===== config.mk =====
export PLATFORM = sky130hd
export DESIGN_NAME = mem_arbiter
export DESIGN_NICKNAME = d
export VERILOG_FILES = /design/src/rtl/mem_arbiter_pkg.sv /design/src/rtl/mem_arb_timer.sv /design/src/rtl/mem_arbiter.sv
export SDC_FILE = /design/constraint.sdc
export NUM_CORES = 1
export LEC_CHECK = 0
export ABC_AREA = 1
export BUFFER_PORTS_ARGS = -buffer_cell sky130_fd_sc_hd__buf_4
export CAP_MARGIN = 5
export CORE_MARGIN = 3
export CORE_UTILIZATION = 42
export CTS_CLUSTER_DIAMETER = 50
export DETAILED_ROUTE_END_ITERATION = 10
export PLACE_DENSITY = 0.74
export SLEW_MARGIN = 25
export SYNTH_ARGS = -nofsm -noshare
export SYNTH_HDL_FRONTEND = slang
export SYNTH_SLANG_ARGS = --single-unit

===== constraint.sdc =====
create_clock -name clk_i -period 1.5 [get_ports clk_i]
set_input_delay 0.3 -clock clk_i [delete_from_list [all_inputs] [get_ports clk_i]]
set_output_delay 0.3 -clock clk_i [all_outputs]
set_load 0.01 [all_outputs]

===== src/rtl/mem_arbiter_pkg.sv =====
// rtl/mem_arbiter_pkg.sv - shared types and defaults for the unified-memory arbiter
package mem_arbiter_pkg;

  localparam int AW_DEFAULT = 32;
  localparam int DW_DEFAULT = 32;

  typedef enum logic [1:0] {
    IDLE   = 2'd0,
    BUSY_I = 2'd1,
    BUSY_D = 2'd2,
    RESP   = 2'd3
  } arb_state_e;

  typedef enum logic {
    PORT_I = 1'b0,
    PORT_D = 1'b1
  } arb_port_e;

endpackage


===== src/rtl/mem_arb_timer.sv =====
// rtl/mem_arb_timer.sv - BUSY-phase watchdog; expired_o once TIMEOUT cycles passed without ready
module mem_arb_timer #(
  parameter int TIMEOUT = 255
) (
  input  logic clk_i,
  input  logic rst_i,
  input  logic clear_i,
  input  logic en_i,
  output logic expired_o
);

  localparam int CW = (TIMEOUT < 1) ? 1 : $clog2(TIMEOUT + 1);

  logic [CW-1:0] cnt_q, cnt_d;

  assign expired_o = (cnt_q == CW'(TIMEOUT));

  always_comb begin
    cnt_d = cnt_q;
    if (clear_i) begin
      cnt_d = '0;
    end else if (en_i && !expired_o) begin
      cnt_d = cnt_q + CW'(1);
    end
  end

  always_ff @(posedge clk_i) begin
    if (rst_i) begin
      cnt_q <= '0;
    end else begin
      cnt_q <= cnt_d;
    end
  end

endmodule


===== src/rtl/mem_arbiter.sv =====
// rtl/mem_arbiter.sv - instruction/data arbiter onto one unified memory port
module mem_arbiter
  import mem_arbiter_pkg::*;
#(
  parameter int AW           = AW_DEFAULT,
  parameter int DW           = DW_DEFAULT,
  parameter int MAX_D_STREAK = 4,
  parameter int TIMEOUT      = 255
) (
  input  logic          clk_i,
  input  logic          rst_i,
  input  logic          i_req_i,
  input  logic [AW-1:0] i_addr_i,
  output logic [DW-1:0] i_rdata_o,
  output logic          i_ack_o,
  input  logic          d_req_i,
  input  logic          d_we_i,
  input  logic [AW-1:0] d_addr_i,
  input  logic [DW-1:0] d_wdata_i,
  output logic [DW-1:0] d_rdata_o,
  output logic          d_ack_o,
  output logic          err_o,
  output logic          mem_req_o,
  output logic          mem_we_o,
  output logic [AW-1:0] mem_addr_o,
  output logic [DW-1:0] mem_wdata_o,
  input  logic [DW-1:0] mem_rdata_i,
  input  logic          mem_ready_i,
  output logic          stall_o
);

  localparam int SW = (MAX_D_STREAK < 1) ? 1 : $clog2(MAX_D_STREAK + 1);

  arb_state_e    state_q, state_d;
  arb_port_e     owner_q, owner_d;
  logic          we_q, we_d;
  logic [AW-1:0] addr_q, addr_d;
  logic [DW-1:0] wdata_q, wdata_d;
  logic [DW-1:0] i_rdata_q, i_rdata_d;
  logic [DW-1:0] d_rdata_q, d_rdata_d;
  logic          err_q, err_d;
  logic [SW-1:0] streak_q, streak_d;
  logic          busy;
  logic          expired;

  assign busy = (state_q == BUSY_I) || (state_q == BUSY_D);

  // Held clear outside BUSY so every access starts counting from zero.
  mem_arb_timer #(
    .TIMEOUT(TIMEOUT)
  ) u_timer (
    .clk_i    (clk_i),
    .rst_i    (rst_i),
    .clear_i  (!busy),
    .en_i     (busy && !mem_ready_i),
    .expired_o(expired)
  );

  always_comb begin
    state_d   = state_q;
    owner_d   = owner_q;
    we_d      = we_q;
    addr_d    = addr_q;
    wdata_d   = wdata_q;
    i_rdata_d = i_rdata_q;
    d_rdata_d = d_rdata_q;
    err_d     = err_q;
    streak_d  = streak_q;
    case (state_q)
      IDLE: begin
        // Data wins ties until it has starved a waiting fetch MAX_D_STREAK times.
        if (d_req_i && !(i_req_i && streak_q == SW'(MAX_D_STREAK))) begin
          state_d  = BUSY_D;
          owner_d  = PORT_D;
          we_d     = d_we_i;
          addr_d   = d_addr_i;
          wdata_d  = d_wdata_i;
          streak_d = i_req_i ? streak_q + SW'(1) : '0;
        end else if (i_req_i) begin
          state_d  = BUSY_I;
          owner_d  = PORT_I;
          we_d     = 1'b0;
          addr_d   = i_addr_i;
          streak_d = '0;
        end
      end
      BUSY_I, BUSY_D: begin
        if (mem_ready_i) begin
          state_d = RESP;
          err_d   = 1'b0;
          if (state_q == BUSY_I) begin
            i_rdata_d = mem_rdata_i;
          end else if (!we_q) begin
            d_rdata_d = mem_rdata_i;
          end
        end else if (expired) begin
          state_d = RESP;
          err_d   = 1'b1;
        end
      end
      RESP:    state_d = IDLE;
      default: state_d = IDLE;
    endcase
  end

  always_ff @(posedge clk_i) begin
    if (rst_i) begin
      state_q   <= IDLE;
      owner_q   <= PORT_I;
      we_q      <= 1'b0;
      addr_q    <= '0;
      wdata_q   <= '0;
      i_rdata_q <= '0;
      d_rdata_q <= '0;
      err_q     <= 1'b0;
      streak_q  <= '0;
    end else begin
      state_q   <= state_d;
      owner_q   <= owner_d;
      we_q      <= we_d;
      addr_q    <= addr_d;
      wdata_q   <= wdata_d;
      i_rdata_q <= i_rdata_d;
      d_rdata_q <= d_rdata_d;
      err_q     <= err_d;
      streak_q  <= streak_d;
    end
  end

  assign mem_req_o   = busy;
  assign mem_we_o    = busy && we_q;
  assign mem_addr_o  = addr_q;
  assign mem_wdata_o = wdata_q;
  assign i_rdata_o   = i_rdata_q;
  assign d_rdata_o   = d_rdata_q;
  assign i_ack_o     = (state_q == RESP) && (owner_q == PORT_I);
  assign d_ack_o     = (state_q == RESP) && (owner_q == PORT_D);
  assign err_o       = (state_q == RESP) && err_q;
  assign stall_o     = (i_req_i && !i_ack_o) || (d_req_i && !d_ack_o);

endmodule

==> results.txt, run 1 <==
* Outcome: complete, but fails checks
- The final reports fail on setup timing.
- Share of flip-flops with an asynchronous set or reset after synthesis: 0%
- For the worst setup path, the data required time is between 1 and 1.5 ns.
- Power after layout: approximately 17 mW
- The count of buffers added on input and output ports is 267.
- Lkg Pwr: between 4 and 5 nW
* Tightest slew margin relative to the limit: just over 70%
* Int Power: around 11 mW
* Max-Cap Viols: 0
- Remaining routing DRC violations: 0
- Total CTS buffers: 17
- CTS H-tree depth: 4
- Clock latency reported for the late side of the worst-skew pair: roughly 0.42 ns
- Sinks on the clock net: ~140
- Switching part of the total power: 36.2%
- Launch point of the worst reg-to-reg path: state_q[0]$_SDFFE_PP0P_
- In this run the biggest area consumer among cell types represents roughly half of the synthesized area.
* Number of vias after detailed routing: between 6,000 and 7,000
- Width of the die: 124 µm
* Crit Path Max Fanout: 3
* Critical path launch point type: flop
* Diode insertion count for antenna repair: 0
- Final Slew Violations: 0
* Via count of the first global-routing pass: around 5,500
* Count of yosys warnings during synthesis: 0
* Power Density: ~1800 nW/µm²
- Count of mapped cells out of synthesis: around 770
- Global routing used between 20% and 30% of the available tracks.
- The worst hold path belongs to the class input port to flop.
- Worst IR drop on VDD: about 0.86 mV
- The final number of hold-violating endpoints came to 0.
- Clock transition at the registers of the reported paths: ~0.060 ns
- Cells with a size suffix above 1 make up 38.0% of the layout.
* Pin count of the biggest net entering global routing: between 100 and 150
- Dividing the synthesized area by the synthesized cell count gives 7.62 µm².
- Setup repair after global routing could not meet its margin everywhere.
- Cell area after synthesis: roughly 5800 µm²
- Data arrives at the worst endpoint at around 1.4 ns.
- RD Place Congestion: just over 0.8
- Post-synth EDFFs: 0
* NetSw: between 6 and 7 mW
* Number of inserted filler cells in the final layout: approximately 1,200
* Number of placement rows: 42
- Prior to clock tree synthesis, the placed netlist has a worst setup slack of 0.0136 ns.
- TritonRoute pass-1 iters: 4
- Core ar.: 13,400 µm²
- Area Growth Syn to Fin: 55.9%
- Hold buffer count at CTS: 0
- In the post-synthesis netlist, the cell with the most instances is sky130_fd_sc_hd__nor2_1.
- Synth Flop Type: sky130_fd_sc_hd__dfxtp_1
- For the pin with the worst max-slew slack, the measured transition is roughly 0.43 ns.
- Combinational group share of total power: a little over two fifths
- Detailed placement finished with a half-perimeter wire length of between 10 and 15 mm.
* Remaining number of nets flagged by the antenna check after routing: 0
- # setup viols final: between 40 and 50
* Starting density of the core: 43.6%
* Nets: between 1,000 and 1,500
* Die Height: approximately 120 µm
- TritonCTS built the clock tree.
* Count of pins on the block boundary: about 270
- Beginning of the worst hold path: mem_rdata_i[3]
- Net count of the mapped netlist: slightly above 900
- The initial antenna violation count came to 0.
- In the final routed layout, each cell accounts on average for 15.1 µm.
- The clock passes through at most 2 buffers.
- Of the total power, the clock network draws between 20% and 30%.
- Fin worst setup slack: -0.205 ns
- The first global-routing pass estimated between 20 and 30 mm of wire.
- Sorting the synthesized cells by area gives the leading types as sky130_fd_sc_hd__dfxtp_1 49%, sky130_fd_sc_hd__nor2_1 9.5%, sky130_fd_sc_hd__o21ai_0 8.7%.
- Tcrit/Tclk final: 114%
- Clock Skew: 0.00582 ns
- In this run the clock root is driven by a sky130_fd_sc_hd__clkbuf_16.
- The largest total area in the synthesized netlist belongs to sky130_fd_sc_hd__dfxtp_1.
- Minimum clock period after layout: about 1.7 ns
- STA classifies the critical path endpoint as a primary output.
- Counting distinct cell types in the post-synthesis netlist gives 30.
- Most numerous cell types in the synthesized netlist: 147 x sky130_fd_sc_hd__nor2_1, 144 x sky130_fd_sc_hd__dfxtp_1, 101 x sky130_fd_sc_hd__o21ai_0
- Worst hold slack across all endpoints: approximately 0.11 ns
- Seq cells post-synth: around 140
- Final global-route overflow total: 0
- The worst setup path is of the flop to primary output kind.
- After detailed routing, the number of vias per cell comes to 4.94.
- Timing startpoint of the critical path: state_q[0]$_SDFFE_PP0P_
* Total routed wirelength: ~19 mm
* Starting DRT DRC Count: 270
- Sequential group share of total power: 32.4%
- The die covers 15,400 µm².
* F_max: between 500 and 600 MHz
- Of the synthesized area, sequential elements account for approximately half.
==> cell type report <==
cell class	count	area (µm²)	share of cell area, %
flip-flops and latches	144	2890	31.7
multi-input cells	515	2650	29.1
repair buffers	306	2540	27.9
clock buffers	19	453	4.98
inverters	57	234	2.57
well taps	176	220	2.42
clock inverters	12	113	1.24
repair inverters	1	8.76	0.0963
==> worst paths after layout <==
check / to / slack, ns / cells past startpoint
max reg2reg: d_rdata_o[31]$_SDFFE_PP0P_ / -0.15 / 9
max: stall_o / -0.20 / 6
min: d_rdata_o[3]$_SDFFE_PP0P_ / 0.11 / 3
min reg2reg: mem_wdata_o[20]$_SDFFE_PP0P_ / 0.46 / 2
==> per-layer routing <==
| layer | global-route usage [%] | up-vias | wire length (µm) |
|---|---|---|---|
| li1 | - | 3043 | - |
| met1 | 25.9 | 2789 | 7520 |
| met2 | 35.6 | 211 | 8980 |
| met3 | 7.54 | 32 | 1590 |
| met4 | 9.65 | 0 | 460 |
| met5 | 0 | - | 0 |
==> flip-flops by register name, summed over array words and instances (netlist names) <==
register and cells:
d_rdata_o 32, err_q 1, i_rdata_o 32, mem_addr_o 32, mem_wdata_o 32, owner_q 1, state_q 2, streak_q 3
u_timer.cnt_q 8, we_q 1
==> kinds of logic after synthesis <==
kind of cell,Yosys count,share of synthesized area [%]
flip-flops,144,49.4
XOR/XNOR,4,0.600
AO/OA/AOI/OAI,210,19.5
AND/OR/NAND/NOR,294,20.7
adder cells (fa/ha/maj),7,1.50
buffers and inverters,107,8.27
==> what timing repair did <==
item,4_1_cts,5_1_grt
pin swaps,5,4
resized for setup,28,45
setup buffers,3,1
cloned,0,8
setup endpoints to repair,6,129
==> placed cells by master (no fill, tap or decap), types with 5 or more instances in the layout <==
| cell type | Yosys | routed |
|---|---|---|
| sky130_fd_sc_hd__buf_12 | 0 | 9 |
| sky130_fd_sc_hd__buf_4 | 3 | 281 |
| sky130_fd_sc_hd__nor2_1 | 147 | 132 |
| sky130_fd_sc_hd__inv_2 | 2 | 7 |
| sky130_fd_sc_hd__dfxtp_1 | 144 | 141 |
| sky130_fd_sc_hd__nand2_2 | 2 | 6 |
| sky130_fd_sc_hd__nand3_1 | 38 | 37 |
| sky130_fd_sc_hd__clkinvlp_4 | 0 | 5 |
| sky130_fd_sc_hd__clkbuf_16 | 0 | 22 |
| sky130_fd_sc_hd__o21ai_1 | 1 | 5 |
| sky130_fd_sc_hd__buf_6 | 6 | 11 |
| sky130_fd_sc_hd__nor2_2 | 1 | 15 |
| sky130_fd_sc_hd__o21ai_0 | 101 | 96 |
| sky130_fd_sc_hd__a21oi_1 | 73 | 59 |
| sky130_fd_sc_hd__a21o_1 | 32 | 32 |
| sky130_fd_sc_hd__nand2_1 | 96 | 91 |
| sky130_fd_sc_hd__inv_1 | 53 | 47 |
| sky130_fd_sc_hd__a21oi_2 | 0 | 14 |
==> power groups by stage <==
| stage | clock, mW | sequential (mW) | combinational, mW |
|---|---|---|---|
| after global routing | 4.25 | 5.48 | 7.86 |
| final | 4.02 | 5.37 | 7.20 |
| after detailed placement | 0 | 5.39 | 6.43 |
| after global placement | 0 | 5.39 | 6.36 |
| after CTS | 4.08 | 5.36 | 6.64 |
| after floorplan | 0 | 5.81 | 3.04 |
==> critical path, cell delays in order (launching register included) <==
cell and delay, ns:
sky130_fd_sc_hd__dfxtp_2 0.32, sky130_fd_sc_hd__buf_6 0.11, sky130_fd_sc_hd__ha_4 0.16, sky130_fd_sc_hd__nand2_2 0.06, sky130_fd_sc_hd__inv_2 0.04, sky130_fd_sc_hd__o22ai_2 0.15
sky130_fd_sc_hd__buf_6 0.14
==> through the flow <==
step | TNS (ns) | utilization, % | instance area (µm²) | std cells
6_report | -4.41 | 67.9 | 9100 | 1230
5_1_grt | -9.16 | 67.9 | 9100 | 1230
4_1_cts | -1.27 | 65.7 | 8800 | 1221
3_5_place_dp | 0 | 60.7 | 8130 | 1187
3_3_place_gp | 0 | 60.7 | 8130 | 1187
2_1_floorplan | 0 | - | 5850 | 766
(Power assumes the default switching activity.)
==> run 2: changes to the inputs <==
--- a/config.mk
+++ b/config.mk
@@ -8,8 +8,10 @@
 export ABC_AREA = 1
 export BUFFER_PORTS_ARGS = -buffer_cell sky130_fd_sc_hd__buf_4
 export CAP_MARGIN = 5
+export CELL_PAD_IN_SITES_DETAIL_PLACEMENT = 1
+export CELL_PAD_IN_SITES_GLOBAL_PLACEMENT = 1
 export CORE_MARGIN = 3
-export CORE_UTILIZATION = 42
+export CORE_UTILIZATION = 29
 export CTS_CLUSTER_DIAMETER = 50
 export DETAILED_ROUTE_END_ITERATION = 10
 export PLACE_DENSITY = 0.74
==> run 2 against run 1 <==
Against the previous run:
- the run still ends with setup timing left
- final cell count rose by 7.9%
- flip-flop and latch count did not move
- combinational power rose by 12%
- critical path type unchanged
- die area rose by 42%
- register-to-register slack barely moved
- sequential power rose by 1%
==> results.txt, run 2 (synthesized netlist as in run 1, its figures left out) <==
- The via count of the first global-routing pass was about 6,400.
* Hold Fails Final Rpt: 0
* Most used cells in the layout excluding fill and tap cells: 287 x sky130_fd_sc_hd__buf_4, 138 x sky130_fd_sc_hd__dfxtp_1, 136 x sky130_fd_sc_hd__nor2_1
- After layout, the worst path uses 113% of the clock period.
* Final global-route overflow total: 0
- At the end of routability-driven placement, the weighted congestion stood at between 0.7 and 0.8.
* Number of placement rows: between 50 and 60
* Total routed wirelength: approximately 22 mm
* Worst IR drop on VDD: roughly 0.9 mV
* Startpoint-to-endpoint class of the critical path: flop to primary output
- Across the routed clock network, the largest skew measured is approximately 0.011 ns.
- The die is around 150 µm tall.
- The net count of the finished layout is ~1,200.
- Summed over all nets, the half-perimeter wirelength after detailed placement is 14.7 mm.
- Violations in the final reports: setup timing
- The first detailed-routing pass ran for 4 iterations.
- Tightest slew margin relative to the limit: approximately three quarters
- Number of antenna violations at the first check in global routing: 0
* Number of vias after detailed routing: 6,172
- After layout, the worst setup slack is -0.199 ns.
- Sinks on the clock net: 144
- The H-tree was split into 4 levels.
* Crit Path Max Fanout: 3
* Power Density: about 1900 nW/µm²
- Core ar.: 19,600 µm²
- Once layout is done, the placed cells without fillers occupy between 9000 and 10,000 µm².
* Port buffer count: approximately 270
- Clock tree synthesis selected as its root buffer the cell sky130_fd_sc_hd__clkbuf_16.
- Power after layout: 18.1 mW
- The first global-routing pass estimated about 34 mm of wire.
* Arrival time of data at the critical path endpoint: around 1.4 ns
- # setup viols final: 46
- Category of cells accounting for the largest share of critical-path delay: flip-flops
* Instance area at placement: between 8000 and 9000 µm²
- Worst Path Buf+Inv: 4
- Die area: 21,900 µm²
- Cells traversed along the worst timing path: inv_2 -> ha_4 -> buf_6 -> nand2_2 -> inv_2 -> buf_6
- STA classifies the critical path startpoint as a flop.
- Final Slew Violations: 0
* Average wire length per cell after detail routing: approximately 17 µm
- Worst hold slack across all endpoints: just over 0.09 ns
- RSZ-0062 raised after global routing: true
- Cell type of the slowest stage on the worst timing path: sky130_fd_sc_hd__dfxtp_2
- Type of the tightest min-delay check: input port to flop
* Critical Path End Type: primary output
* Via density per instance: 4.65
- Remaining routing DRC violations: 0
- The first routing iteration left 240 violations.
- Max-Cap Viols: 0
* Minimum clock period after layout: roughly 1.7 ns
- Clock transition at the registers of the reported paths: approximately 0.06 ns
- In the global route stage, overall resource usage came out at between 10% and 20%.
* F_max: 589 MHz
- The initial utilization of the core area, before any placement, comes to just under 30%.
- Largest stage delay, worst path: approximately 0.35 ns
- Number of inserted filler cells in the final layout: approximately 2,400
* Width of the die: 148 µm
- CTS tree: yes
- Data required time of the worst path: between 1 and 1.5 ns
- After clock tree synthesis, the flow added hold-fix buffers numbering 0.
* Clock latency reported for the late side of the worst-skew pair: about 0.43 ns
* Remaining number of nets flagged by the antenna check after routing: 0
* Most common cell after layout, fill and taps aside: sky130_fd_sc_hd__buf_4
- Summed over all cells, the static leakage comes to between 4 and 5 nW.
* Maximum root-to-sink buffer count: 2
* Outcome: complete, but fails checks
- Count of pins on the block boundary: around 270
* Pin count of the biggest net entering global routing: 75
- Compared with the post-synthesis result, the final layout area differs by 62.2%.
- Actual transition at the worst max-transition pin: 0.394 ns
- Total CTS buffers: 17
* Diode insertion count for antenna repair: 0
- Ratio of cells with drive above 1 in the final layout: about two fifths
[run 2: path summary, 6_finish.rpt]
path,startpoint,to,slack (ns),cells after the start
max,state_q[0]$_SDFFE_PP0P_,mem_we_o,-0.20,6
min,mem_rdata_i[14],d_rdata_o[14]$_SDFFE_PP0P_,0.09,3
max reg2reg,state_q[0]$_SDFFE_PP0P_,d_rdata_o[13]$_SDFFE_PP0P_,-0.16,10
min reg2reg,mem_wdata_o[25]$_SDFFE_PP0P_,mem_wdata_o[25]$_SDFFE_PP0P_,0.46,2
[run 2: stage by stage]
| stage | util (%) | worst slack (ns) | cells | TNS [ns] |
|---|---|---|---|---|
| after detailed placement | 41.9 | -0.0443 | 1276 | -1.04 |
| after global routing | 48.3 | -0.259 | 1327 | -9.12 |
| final | 48.3 | -0.199 | 1327 | -5.14 |
| after CTS | 46.4 | -0.218 | 1318 | -3.76 |
| after floorplan | - | 0.00816 | 766 | 0 |
| after global placement | 41.9 | 0.00781 | 1276 | 0 |
[run 2: area by class of cell]
| class | instances | area [µm²] | area share, % |
|---|---|---|---|
| clock buffers | 20 | 447 | 4.72 |
| clock inverters | 12 | 181 | 1.92 |
| inverters | 57 | 246 | 2.60 |
| multi-input cells | 516 | 2770 | 29.2 |
| flip-flops and latches | 144 | 2890 | 30.5 |
| well taps | 265 | 332 | 3.50 |
| repair buffers | 312 | 2600 | 27.4 |
| repair inverters | 1 | 11.3 | 0.119 |
[run 2: timing repair]
item / 4_1_cts / 5_1_grt
endpoints found under the setup margin: 57 / 109
gates cloned: 4 / 4
buffers inserted: 6 / 7
resized for setup: 49 / 98
pin swaps: 22 / 36
[run 2: routing by layer]
layer	routed length [µm]	share of wire, %	global-route usage, %
met4	245	1.1	5.22
met2	11200	50	32.9
met5	0	0	0
met3	1600	7.1	6.74
met1	9350	42	22.6
[run 2: report_power, final]
part           total (mW)  switching [mW]  internal [mW]
combinational        8.07            4.33           3.74
clock                4.59            1.75           2.84
sequential           5.43           0.572           4.85
total                18.1            6.65           11.4
[run 2: tightest hold or removal path: stages]
cell and delay (ns):
sky130_fd_sc_hd__buf_4 0.08, sky130_fd_sc_hd__nor2_1 0.04, sky130_fd_sc_hd__nor2_1 0.07
==> run 3: changes to the inputs <==
--- a/config.mk
+++ b/config.mk
@@ -10,12 +10,11 @@
 export CAP_MARGIN = 5
 export CELL_PAD_IN_SITES_DETAIL_PLACEMENT = 1
 export CELL_PAD_IN_SITES_GLOBAL_PLACEMENT = 1
-export CORE_MARGIN = 3
 export CORE_UTILIZATION = 29
 export CTS_CLUSTER_DIAMETER = 50
 export DETAILED_ROUTE_END_ITERATION = 10
 export PLACE_DENSITY = 0.74
-export SLEW_MARGIN = 25
+export SLEW_MARGIN = 20
 export SYNTH_ARGS = -nofsm -noshare
 export SYNTH_HDL_FRONTEND = slang
 export SYNTH_SLANG_ARGS = --single-unit
==> run 3 against run 2 <==
Against the previous run:
- the flow still finishes with violations (setup timing)
- clock power fell by 9.4%
- clock skew down 0.0016 ns
- first-iteration DRC count down 10%
- via count rose by 3.5%
- routed wire length up 4.1%
- utilization grew 1.9 points
- combinational power rose by 11%
- sequential share of layout area is 1.2 points lower
- final cell count grew 1.2%
- maximum frequency is 0.45% lower
- largest power group unchanged
==> results.txt, run 3 (synthesized netlist as in run 1, its figures left out) <==
* Final Slew Violations: 0
* Most common cell after layout, fill and taps aside: sky130_fd_sc_hd__buf_4
* Die area: between 20,000 and 25,000 µm²
- Worst hold slack across all endpoints: just over 0.1 ns
- Number of vias after detailed routing: roughly 6,400
- Via density per instance: ~4.8
* F_max: approximately 600 MHz
- Tightest slew margin relative to the limit: between 70 and 80%
* Hold buffer count at CTS: 0
* Number of inserted filler cells in the final layout: between 2,000 and 2,500
* Clock transition at the registers of the reported paths: roughly 0.060 ns
- Fin worst setup slack: -0.206 ns
- Port buffer count: 267
- R2R setup slack: -0.19 ns
- # setup viols final: a little over 40
- Clock latency reported for the late side of the worst-skew pair: ~0.42 ns
- Post-detail-place hpwl: ~15 mm
- The longest clock path from root to sink contains 2 buffers.
- For this design the top-level I/O count stands at between 200 and 300.
* Hold Fails Final Rpt: 0
- Power Density: 1890 nW/µm²
- Met3 capacity usage during global routing: 5.83%
- The worst setup path is of the flop to primary output kind.
- Total routed wirelength: approximately 23 mm
* Critical Path End Type: primary output
* Minimum clock period after layout: 1.71 ns
* Busiest grt layer: met2
- Of the available clock period, the critical path in the final layout requires 114%.
- The first global-routing pass estimated about 33 mm of wire.
* Worst IR drop on VDD: around 1 mV
- For this design, the sink count on the clock tree is 144.
- Ratio of cells with drive above 1 in the final layout: roughly 44%
- Via count of the first global-routing pass: roughly 6,400
- The flow ran to the end, but the final reports show violations.
- Most used cells in the layout excluding fill and tap cells: 288 x sky130_fd_sc_hd__buf_4, 139 x sky130_fd_sc_hd__dfxtp_1, 119 x sky130_fd_sc_hd__nor2_1
* Clock Skew: 0.00985 ns
- At the end of routability-driven placement, the weighted congestion stood at 0.771.
* Remaining routing DRC violations: 0
- For this block, the initial DRC count from the detailed router was between 200 and 250.
- Crit Path Max Fanout: 3
- CTS tree: yes
- Arrival time of data at the critical path endpoint: 1.41 ns
- TritonRoute pass-1 iters: 4
* Number of placement rows: roughly 50
- Starting density of the core: roughly 30%
- In this run the static leakage power is around 4.6 nW.
- Register area: roughly 2900 µm²
- Setup total negative slack on the finished layout was measured at -4.95 ns.
- The total area inside the core boundary comes to about 20,000 µm².
- The worst setup path is launched from a flop.
- Area of the multi-input gates: 2930 µm²
- Area Growth Syn to Fin: 68.8%
- After global routing the overflow that remains totals 0.
- Number of antenna violations at the first check in global routing: 0
- The final layout contains 1,206 nets.
* Diode insertion count for antenna repair: 0
- Met2 track utilization from global routing: between 30% and 40%
* Die Height: 144 µm
- The min-delay analysis places its worst path in the category input port to flop.
- GRT Util Overall: approximately a fifth
- At the worst endpoint, the required time is 1.20 ns.
* RSZ-0062 raised after global routing: true
- Max-cap violations in this run came to 0.
- In this run, CTS created clock tree buffers numbering 17.
- CTS root buffer: sky130_fd_sc_hd__clkbuf_16
* Actual transition at the worst max-transition pin: approximately 0.43 ns
- In the global route stage, met1 resource usage came out at between 20 and 25%.
* Average wire length per cell after detail routing: between 15 and 20 µm
* Width of the die: 144 µm
- Remaining number of nets flagged by the antenna check after routing: 0
- Power after layout: between 15 and 20 mW
* Pin count of the biggest net entering global routing: 37
* CTS H-tree depth: 4
* Violations in the final reports: setup timing
[run 3: cell type report]
cell class              instances  area share, %
multi-input cells             515           29.7
flip-flops and latches        144           29.3
repair buffers                330           29.3
clock buffers                  21           4.78
well taps                     265           3.37
inverters                      57           2.43
clock inverters                11           1.07
[run 3: power by group]
part | total, mW | internal [mW] | switching [mW]
logic | 8.96 | 4.31 | 4.66
registers | 5.47 | 4.85 | 0.614
clock network | 4.16 | 2.43 | 1.73
[run 3: repair_timing]
| item | 4_1_cts | 5_1_grt |
|---|---|---|
| endpoints found under the setup margin | 36 | 122 |
| gates resized for setup | 113 | 99 |
| pin swaps | 32 | 30 |
| gates cloned | 6 | 7 |
| buffers inserted | 17 | 11 |
[run 3: per-layer routing]
layer | up-vias | part of all wire [%] | routed length (µm)
li1 | 3095 | - | -
met1 | 3091 | 41 | 9550
met2 | 176 | 51 | 11900
met3 | 23 | 6.5 | 1500
met4 | 0 | 1.4 | 337
met5 | - | 0 | 0
[run 3: path summary, 6_finish.rpt]
path                                              startpoint                            to  depth (start not counted)
worst max-delay path                 state_q[1]$_SDFFE_PP0P_                      mem_we_o                          6
worst min-delay path                         mem_rdata_i[26]    d_rdata_o[26]$_SDFFE_PP0P_                          3
worst max register to register       state_q[1]$_SDFFE_PP0P_     d_rdata_o[3]$_SDFFE_PP0P_                         10
worst min register to register  mem_wdata_o[23]$_SDFFE_PP0P_  mem_wdata_o[23]$_SDFFE_PP0P_                          2
[run 3: metrics by stage]
stage	std cells	utilization, %	cell area (µm²)	setup WS (ns)
2_1_floorplan	766	-	5850	0.00816
3_3_place_gp	1280	42.2	8270	0.0276
3_5_place_dp	1280	42.2	8270	-0.0720
4_1_cts	1334	48.1	9420	-0.234
5_1_grt	1343	50.3	9850	-0.275
6_report	1343	50.3	9850	-0.206
[run 3: worst max-delay path: stages (launching register included)]
cell,delay (ns)
sky130_fd_sc_hd__dfxtp_2,0.35
sky130_fd_sc_hd__inv_2,0.06
sky130_fd_sc_hd__ha_4,0.27
sky130_fd_sc_hd__buf_6,0.12
sky130_fd_sc_hd__nand2_4,0.05
sky130_fd_sc_hd__inv_2,0.06
sky130_fd_sc_hd__buf_6,0.09
